--- src/rtl/pipelined_cla_adder.sv ---
// Two-level carry-lookahead adder (GROUP-bit groups, lookahead across groups) in a 2-stage valid/ready pipeline.
// Optional CLA_SUB_EN macro adds a 'sub' input selecting A + ~B + 1.
module pipelined_cla_adder #(
  parameter int WIDTH = 16,
  parameter int GROUP = 4
) (
  input  logic             clk,
  input  logic             rst,
  input  logic             in_valid,
  output logic             in_ready,
  input  logic [WIDTH-1:0] A,
  input  logic [WIDTH-1:0] B,
  input  logic             Cin,
`ifdef CLA_SUB_EN
  input  logic             sub,
`endif
  output logic             out_valid,
  input  logic             out_ready,
  output logic [WIDTH-1:0] Sum,
  output logic             Cout,
  output logic             Ovf
);

  localparam int NGRP = (GROUP >= 1) ? (WIDTH / GROUP) : 1;

  generate
    if (GROUP < 1) begin : g_bad_group
      $error("pipelined_cla_adder: GROUP must be at least 1");
    end else if ((WIDTH % GROUP) != 0) begin : g_bad_width
      $error("pipelined_cla_adder: WIDTH must be a multiple of GROUP");
    end
  endgenerate

  // Stage-1 input conditioning: subtraction folds into the adder as A + ~B + 1.
  logic [WIDTH-1:0] b_eff;
  logic             cin_eff;
`ifdef CLA_SUB_EN
  assign b_eff   = sub ? ~B : B;
  assign cin_eff = sub ? 1'b1 : Cin;
`else
  assign b_eff   = B;
  assign cin_eff = Cin;
`endif

  logic [WIDTH-1:0] bit_g, bit_p;
  logic [NGRP-1:0]  grp_g, grp_p;

  assign bit_g = A & b_eff;
  assign bit_p = A ^ b_eff;

  always_comb begin
    logic gg, pg;
    // NOTE: every comb output gets a default first so no path can infer a latch.
    grp_g = '0;
    grp_p = '0;
    for (int k = 0; k < NGRP; k++) begin
      gg = 1'b0;
      pg = 1'b1;
      for (int i = 0; i < GROUP; i++) begin
        gg = bit_g[k*GROUP+i] | (bit_p[k*GROUP+i] & gg);
        pg = pg & bit_p[k*GROUP+i];
      end
      grp_g[k] = gg;
      grp_p[k] = pg;
    end
  end

  // Pipeline registers between the two stages.
  logic             s1_valid;
  logic [WIDTH-1:0] s1_g, s1_p;
  logic [NGRP-1:0]  s1_gg, s1_pg;
  logic             s1_cin, s1_a_msb, s1_b_msb;

  logic s2_adv, s1_accept;

  assign s2_adv    = !out_valid || out_ready;
  assign in_ready  = !s1_valid || s2_adv;
  assign s1_accept = in_valid && in_ready;

  // Stage 2: lookahead across groups, then ripple inside each group from its group carry.
  logic [NGRP:0]    grp_c;
  logic [WIDTH-1:0] carry;
  logic [WIDTH-1:0] s2_sum;
  logic             s2_cout, s2_ovf;

  always_comb begin
    logic c;
    grp_c    = '0;
    carry    = '0;
    grp_c[0] = s1_cin;
    for (int k = 0; k < NGRP; k++) begin
      grp_c[k+1] = s1_gg[k] | (s1_pg[k] & grp_c[k]);
    end
    for (int k = 0; k < NGRP; k++) begin
      c = grp_c[k];
      for (int i = 0; i < GROUP; i++) begin
        carry[k*GROUP+i] = c;
        c = s1_g[k*GROUP+i] | (s1_p[k*GROUP+i] & c);
      end
    end
  end

  assign s2_sum  = s1_p ^ carry;
  assign s2_cout = grp_c[NGRP];
  assign s2_ovf  = (s1_a_msb == s1_b_msb) && (s2_sum[WIDTH-1] != s1_a_msb);

  // NOTE: only the valid flag is reset in stage 1; its datapath is qualified by s1_valid
  // and so carries no reset, keeping the wide registers off the reset net.
  always_ff @(posedge clk) begin
    if (rst) begin
      s1_valid <= 1'b0;
    end else if (s1_accept) begin
      s1_valid <= 1'b1;
    end else if (s2_adv) begin
      s1_valid <= 1'b0;
    end
  end

  always_ff @(posedge clk) begin
    if (s1_accept) begin
      s1_g     <= bit_g;
      s1_p     <= bit_p;
      s1_gg    <= grp_g;
      s1_pg    <= grp_p;
      s1_cin   <= cin_eff;
      s1_a_msb <= A[WIDTH-1];
      s1_b_msb <= b_eff[WIDTH-1];
    end
  end

  always_ff @(posedge clk) begin
    if (rst) begin
      out_valid <= 1'b0;
      Sum       <= '0;
      Cout      <= 1'b0;
      Ovf       <= 1'b0;
    end else if (s2_adv) begin
      out_valid <= s1_valid;
      if (s1_valid) begin
        Sum  <= s2_sum;
        Cout <= s2_cout;
        Ovf  <= s2_ovf;
      end
    end
  end

endmodule
--- config.mk ---
export PLATFORM = sky130hd
export DESIGN_NAME = pipelined_cla_adder
export DESIGN_NICKNAME = d
export VERILOG_FILES = /design/src/rtl/pipelined_cla_adder.sv
export SDC_FILE = /design/constraint.sdc
export NUM_CORES = 1
export LEC_CHECK = 0
export CORE_ASPECT_RATIO = 1.4
export CORE_UTILIZATION = 50
export DETAILED_ROUTE_END_ITERATION = 10
export PLACE_DENSITY = 0.8
export RECOVER_POWER = 50
export REMOVE_ABC_BUFFERS = 1
export SKIP_LAST_GASP = 1
export SLEW_MARGIN = 20
export SYNTH_ARGS = -nofsm -noshare
export SYNTH_HDL_FRONTEND = slang
export SYNTH_SLANG_ARGS = --single-unit
--- constraint.sdc ---
create_clock -name clk -period 2.76 [get_ports clk]
set_input_delay 0.414 -clock clk [delete_from_list [all_inputs] [get_ports clk]]
set_output_delay 0.414 -clock clk [all_outputs]
set_load 0.005 [all_outputs]
==> results of run 1 <==
==> synth_stat cells, types with 2 or more instances <==
cell type and number:
a211oi_1 2, a21o_1 2, a21oi_1 11, a21oi_2 10
and4_1 4, buf_4 2, dfxtp_1 20, edfxtp_1 39
ha_1 28, nand2_1 27, nand2_2 7, nand2b_1 5
nor2_1 9, nor2b_1 5, o21ai_0 5, or2_2 8
xnor2_1 4
==> through the flow <==
stage / instances / setup WS, ns
after floorplan: 193 / 0.265
after global placement: 317 / 0.196
after detailed placement: 317 / 0.0686
after CTS: 333 / 0.0410
after global routing: 334 / 0.0124
final: 334 / 0.136
==> state kept, by name (all words and copies together), names as in the netlist <==
register	count
s1_gg	4
s1_valid	1
out_valid	1
s1_a_msb	1
Sum	16
s1_p	16
Cout	1
s1_g	12
s1_cin	1
Ovf	1
s1_b_msb	1
s1_pg	4
==> cell type report <==
class | count | area, sq um
clock buffers | 13 | 159
well taps | 64 | 80.1
multi-input cells | 134 | 976
fillers | 380 | 1500
flip-flops and latches | 59 | 1570
repair buffers | 61 | 598
clock inverters | 3 | 37.5
==> worst max-delay path, delay by kind of cell, from the launching register on <==
kind / cells / cell delay, ns
flip-flops: 1 / 0.41
adder cells (fa/ha/maj): 3 / 0.55
XOR/XNOR: 1 / 0.09
AO/OA/AOI/OAI: 3 / 0.59
AND/OR/NAND/NOR: 4 / 0.90
==> power groups by stage <==
| stage | sequential [uW] | combinational (uW) | clock (uW) |
|---|---|---|---|
| after floorplan | 1060 | 132 | 0 |
| after global placement | 1060 | 268 | 0 |
| after detailed placement | 1060 | 275 | 0 |
| after CTS | 1040 | 278 | 782 |
| after global routing | 1050 | 301 | 825 |
| final | 1040 | 265 | 763 |
==> cells by family (layout without fill, tap and decap cells) <==
logic type	count (synthesis)	in the layout	share of synthesized area, %
buffers and inverters	6	77	1.93
xor gates and xnor gates	4	4	1.35
DFF	59	59	60.8
and+or+nand+nor	70	70	14.1
adders and majority gates	28	28	13.5
AOI/OAI and AO/OA	32	32	8.27
==> final timing paths <==
path                  startpoint                   to  slack [ns]  cells past startpoint
max           s1_pg[0]$_DFFE_PP_     Ovf$_SDFFE_PP0P_        0.14                     11
max reg2reg   s1_pg[0]$_DFFE_PP_     Ovf$_SDFFE_PP0P_        0.14                     11
min reg2reg  Sum[1]$_SDFFE_PP0P_  Sum[1]$_SDFFE_PP0P_        0.45                      2
min          Sum[1]$_SDFFE_PP0P_  Sum[1]$_SDFFE_PP0P_        0.45                      2
==> layout by cell type (no fill, tap or decap), types with 6 or more instances in the layout <==
master and n:
ha_1 28, edfxtp_1 39, nand2_2 7, dlygate4sd3_1 36
nor2_1 9, or2_2 8, clkbuf_8 11, a21oi_2 10
clkdlybuf4s50_1 20, a21oi_1 11, dfxtp_1 20, nand2_1 27
nor2b_1 6
==> per-layer routing <==
layer	part of all wire, %	vias to the layer above
li1	-	844
met1	39	775
met2	55	36
met3	3.1	10
met4	2.7	0
met5	0	-
==> repair_timing <==
| action | 4_1_cts | 5_1_grt |
|---|---|---|
| setup buffers | 0 | 1 |
| resized for setup | 0 | 3 |
| setup endpoints to repair | 0 | 1 |
| hold buffers | 0 | 0 |
==> metrics.md, run 1 <==
| Metric | Value |
|---|---|
| Hold Crit Class | `register to register` |
| Portion of the post-synthesis area used by sequential elements | `60.8%` |
| Actual transition at the worst max-transition pin | `0.628 ns` |
| Number of flops mapped to enable cells by yosys | `39` |
| Final hold vios | `0` |
| Via density per instance | `4.99` |
| Share of power burned in combinational logic | `12.8%` |
| Required time of the critical path | `3.01 ns` |
| P&R area growth vs syn | `32.3%` |
| Via count | `1,665` |
| Residual DRC count | `0` |
| Placed inst area | `3210 sq um` |
| Total half-perimeter wirelength after legalization and detailed placement | `3.15 mm` |
| Leakage | `0.00135 uW` |
| Share of post-route cells with drive strength above 1 | `17.0%` |
| Time the final worst path needs with I/O delays and setup | `2.62 ns` |
| Area enclosed by the die boundary | `5470 sq um` |
| Largest cells by area after synthesis | `edfxtp_1 45%, dfxtp_1 15%, ha_1 14%, nand2_1 3.9%, a21oi_2 3.4%` |
| Critical setup path kind | `register to register` |
| Final TNS setup | `0 ns` |
| Category of the worst setup path launch point | `register` |
| Power per cell area | `605 nW/um^2` |
| Synthesized area | `2590 sq um` |
| Count of inserted antenna diode cells | `0` |
| Root Buffer Master | `clkbuf_8` |
| Initial antenna violation count | `0` |
| Final period util | `95.1%` |
| Reg clk slew, reported paths | `0.06 ns` |
| First-pass GRT wire length | `7.39 mm` |
| Met2 demand-to-capacity share in global routing | `32.2%` |
| Critical-path cell with the highest stage delay | `edfxtp_1` |
| Cell type with the largest total area after synthesis | `edfxtp_1` |
| Total number of H-tree levels | `3` |
| Via count of the first global-routing pass | `1,665` |
| Post-synthesis sequential element count | `59` |
| Final setup violating endpoints | `0` |
| CTS max path bufs | `2` |
| Gate count after technology mapping | `199` |
| Reported max-cap violation count | `0` |
| Clk Latency, worst-skew pair | `0.33 ns` |
| Initial core utilization | `52.6%` |
| Post-detailed-route wirelength per cell | `13.0 um` |
| Top-level I/O count | `57` |
| Largest net degree at the start of global routing | `40` |
| Power dissipated by switching net loads | `447 uW` |
| Mapped Avg Cell Area | `13.0 sq um` |
| Share of flip-flops with an asynchronous set or reset after synthesis | `0%` |
| Chip Height | `87.1 um` |
| Global Route met3 Usage | `6.02%` |
| Aggregate global routing overflow | `0` |
| Layer carrying the most global-route usage | `met2` |
| Initial detailed-routing violation count | `39` |
| FP Rows | `30` |
| Clock tree from TritonCTS | `built` |
| Peak supply drop | `0.000396 V` |
| Net Sw Frac | `21.6%` |
| Total power | `2070 uW` |
| Fmax | `381 MHz` |
| Internal cell power | `1620 uW` |
| Sink Count | `59` |
| Highest fanout seen on the critical path | `3` |
| Outcome | `complete, no violations` |
| Area share of the leading cell type in the synthesized netlist | `45.3%` |
| Maximum single-stage delay on the critical path | `0.41 ns` |
| Tightest slew margin relative to the limit | `58.1%` |
| Buffers on Ports | `56` |
| Cell-by-cell trace of the critical path | `a211oi_2 -> o21bai_1 -> ha_1 -> or2_2 -> ha_1 -> or2_2 -> ha_1 -> nor2_2 -> xnor2_2 -> nand3b_1 -> a311oi_2` |
| Clock network fraction of total power | `36.9%` |
| Count of cell types in the netlist | `28` |
| Finished Core Util | `69.6%` |
| Crit end category | `register` |
| Total core area | `4920 sq um` |
| Portion of total power attributed to sequential cells | `50.3%` |
| Number of buffers inserted during clock tree synthesis | `9` |
| GR Util met1 | `19.6%` |
| Summed area of non-filler cells in the final layout | `3420 sq um` |
| Post-layout net count | `330` |
| Die boundary width | `62.8 um` |
| Arrival time at the worst endpoint | `2.87 ns` |
| Pins Over Slew Limit | `0` |
| Synthesis Warnings | `0` |
| Hold Worst Slack | `0.452 ns` |
| TritonRoute pass-1 iters | `4` |
| Dominant register cell in the synthesized netlist | `edfxtp_1` |
| Aggregate global-route resource usage | `18.6%` |
| Cell seen most often among critical-path stages | `ha_1` |
| RSZ-0062 raised after global routing | `no` |
| Worst clock skew on the final layout | `0.00660 ns` |
| Wire length after detailed routing | `4.33 mm` |
| Final RePlAce weighted congestion | `0.733` |
| Number of antenna-violating nets in the routed design | `0` |
Power figures use the tool's default switching activity.
==> run 2: changes to the inputs <==
--- a/config.mk
+++ b/config.mk
@@ -6,9 +6,10 @@
 export NUM_CORES = 1
 export LEC_CHECK = 0
 export CORE_ASPECT_RATIO = 1.4
-export CORE_UTILIZATION = 50
+export CORE_UTILIZATION = 40
 export DETAILED_ROUTE_END_ITERATION = 10
-export PLACE_DENSITY = 0.8
+export GPL_ROUTABILITY_DRIVEN = 1
+export PLACE_DENSITY = 0.67
 export RECOVER_POWER = 50
 export REMOVE_ABC_BUFFERS = 1
 export SKIP_LAST_GASP = 1
==> metrics.md, run 2 (synthesis results as in run 1) <==
| Metric | Value |
|---|---|
| Storage cell area | `1570 sq um` |
| WP depth | `11` |
| Aggregate global-route resource usage | `15.2%` |
| Total half-perimeter wirelength after legalization and detailed placement | `3.28 mm` |
| Sink Count | `59` |
| Via density per instance | `4.94` |
| Area enclosed by the die boundary | `6800 sq um` |
| Startpoint of the most critical hold path | `Sum[2]$_SDFFE_PP0P_` |
| Final RePlAce weighted congestion | `0.707` |
| Filler cell count in the final layout | `557` |
| Worst flop-to-flop path startpoint | `s1_pg[0]$_DFFE_PP_` |
| Final setup violating endpoints | `0` |
| Number of antenna-violating nets in the routed design | `0` |
| Buffers on Ports | `56` |
| Clock tree from TritonCTS | `built` |
| Highest fanout seen on the critical path | `3` |
| Leakage | `0.00130 uW` |
| Wire length after detailed routing | `4.54 mm` |
| Arrival time at the worst endpoint | `2.85 ns` |
| Worst Reg2Reg Path Length in Cells | `11` |
| Number of buffers inserted during clock tree synthesis | `9` |
| Layer carrying the most global-route usage | `met2` |
| Cell-by-cell trace of the critical path | `a211oi_2 -> o21bai_2 -> ha_1 -> or2_2 -> ha_1 -> or2_2 -> ha_1 -> nor2_2 -> xnor2_2 -> nand3b_1 -> a311oi_1` |
| Reg clk slew, reported paths | `0.07 ns` |
| Die boundary width | `70.0 um` |
| Power per cell area | `571 nW/um^2` |
| Top-level I/O count | `57` |
| Residual DRC count | `0` |
| CTS max path bufs | `2` |
| Global Route met3 Usage | `3.73%` |
| Worst clock skew on the final layout | `0.00866 ns` |
| First-pass GRT wire length | `7.77 mm` |
| TritonRoute pass-1 iters | `4` |
| Via count of the first global-routing pass | `1,705` |
| Crit end category | `register` |
| Combined area of the multi-input logic cells | `973 sq um` |
| Hold Worst Slack | `0.452 ns` |
| Leading cell type in the layout, fill and taps excluded | `edfxtp_1` |
| FP Rows | `34` |
| Leading registers by flop count | `Sum: 16 flops, s1_p: 16 flops, s1_g: 12 flops` |
| Root Buffer Master | `clkbuf_8` |
| Post-layout net count | `330` |
| Pins Over Slew Limit | `0` |
| Maximum single-stage delay on the critical path | `0.41 ns` |
| Clk Latency, worst-skew pair | `0.34 ns` |
| Category of the worst setup path launch point | `register` |
| Initial detailed-routing violation count | `44` |
| Count of inserted antenna diode cells | `0` |
| Post-detailed-route wirelength per cell | `13.3 um` |
| Tightest slew margin relative to the limit | `9.62%` |
| Critical-path cell with the highest stage delay | `edfxtp_1` |
| Finished Core Util | `54.9%` |
| Required time of the critical path | `3.01 ns` |
| Fmax | `386 MHz` |
| Peak supply drop | `0.000282 V` |
| Cell seen most often among critical-path stages | `ha_1` |
| Total core area | `6210 sq um` |
| Reg-to-reg slack, setup | `0.17 ns` |
| # placed instances | `325` |
| Crit path buffers/inverters | `0` |
| Total number of H-tree levels | `3` |
| Outcome | `complete, no violations` |
| Worst reg2reg path endpoint | `Ovf$_SDFFE_PP0P_` |
| Initial core utilization | `41.6%` |
| Time the final worst path needs with I/O delays and setup | `2.59 ns` |
| Reported max-cap violation count | `0` |
| Hold endpoint | `Sum[2]$_SDFFE_PP0P_` |
| Actual transition at the worst max-transition pin | `1.35 ns` |
| Share of post-route cells with drive strength above 1 | `16.7%` |
| Final period util | `94.0%` |
| P&R area growth vs syn | `31.9%` |
| Met2 demand-to-capacity share in global routing | `26.3%` |
| GR Util met1 | `16.2%` |
| Aggregate global routing overflow | `0` |
| Total power | `1950 uW` |
| Final hold vios | `0` |
| Via count | `1,689` |
| Depth of the worst hold-timing path | `2` |
| Number of hold-repair buffers added at the cts stage | `0` |
| Layout Cells excl Fill | `342` |
| Largest net degree at the start of global routing | `22` |
| Hold Crit Class | `register to register` |
| Initial antenna violation count | `0` |
| Cell class contributing the biggest share of worst-path delay | `simple AND/OR/NAND/NOR gates` |
| Chip Height | `97.1 um` |
| Critical setup path kind | `register to register` |
| Most frequent cells in the layout | `39 x edfxtp_1, 34 x clkdlybuf4s50_1, 28 x ha_1, 27 x nand2_1, 22 x dlygate4sd3_1` |
## run 2: changes by cell type in the layout (fill, tap and decap cells not counted), moves of 2 or more
cell,delta
clkdlybuf4s50_1,+14
dlygate4sd3_1,-14
clkbuf_8,-2
buf_12,+2
buf_4,-2
clkinv_2,+2
## run 2: per-layer routing
metal,share of wire [%],routed length [um],vias to the layer above
met5,0,0,-
met1,40,1800,798
li1,-,-,844
met4,2.7,121,0
met2,54,2450,39
met3,3.7,166,8
## run 2: through the flow
stage | cell area (sq um) | setup WS (ns) | TNS (ns)
after floorplan | 2540 | 0.265 | 0
after global placement | 3240 | 0.165 | 0
after detailed placement | 3240 | 0.111 | 0
after CTS | 3400 | 0.101 | 0
after global routing | 3410 | -0.0154 | -0.0154
final | 3410 | 0.166 | 0
## run 2: power breakdown
group	switching (uW)	total [uW]	internal [uW]
logic	119	274	155
clock network	316	633	317
registers	26.1	1040	1020
## run 2: cell type report
class	instances	share of cell area, %
clock buffers	12	3.96
multi-input cells	134	28.5
clock inverters	4	0.514
flip-flops and latches	59	46.1
well taps	72	2.64
repair buffers	61	18.3
## run 2: how the worst max path moves through the flow
stage | startpoint | endpoint | slack, ns
after floorplan | s1_cin$_DFFE_PP_ | Ovf$_SDFFE_PP0P_ | 0.26
after global placement | s1_cin$_DFFE_PP_ | Ovf$_SDFFE_PP0P_ | 0.17
after detailed placement | s1_cin$_DFFE_PP_ | Ovf$_SDFFE_PP0P_ | 0.11
after CTS | s1_cin$_DFFE_PP_ | Ovf$_SDFFE_PP0P_ | 0.10
after global routing | s1_pg[0]$_DFFE_PP_ | Ovf$_SDFFE_PP0P_ | -0.02
final | s1_pg[0]$_DFFE_PP_ | Ovf$_SDFFE_PP0P_ | 0.17
## run 2: timing repair
item                                    CTS  global route
setup buffers                             0             1
endpoints found under the setup margin    0             1
gates resized for setup                   0             4
## run 2: tightest hold or removal path: stages, from the launching register on
cell and delay [ns]:
dfxtp_1 0.31, nand2_1 0.05, a21oi_1 0.05
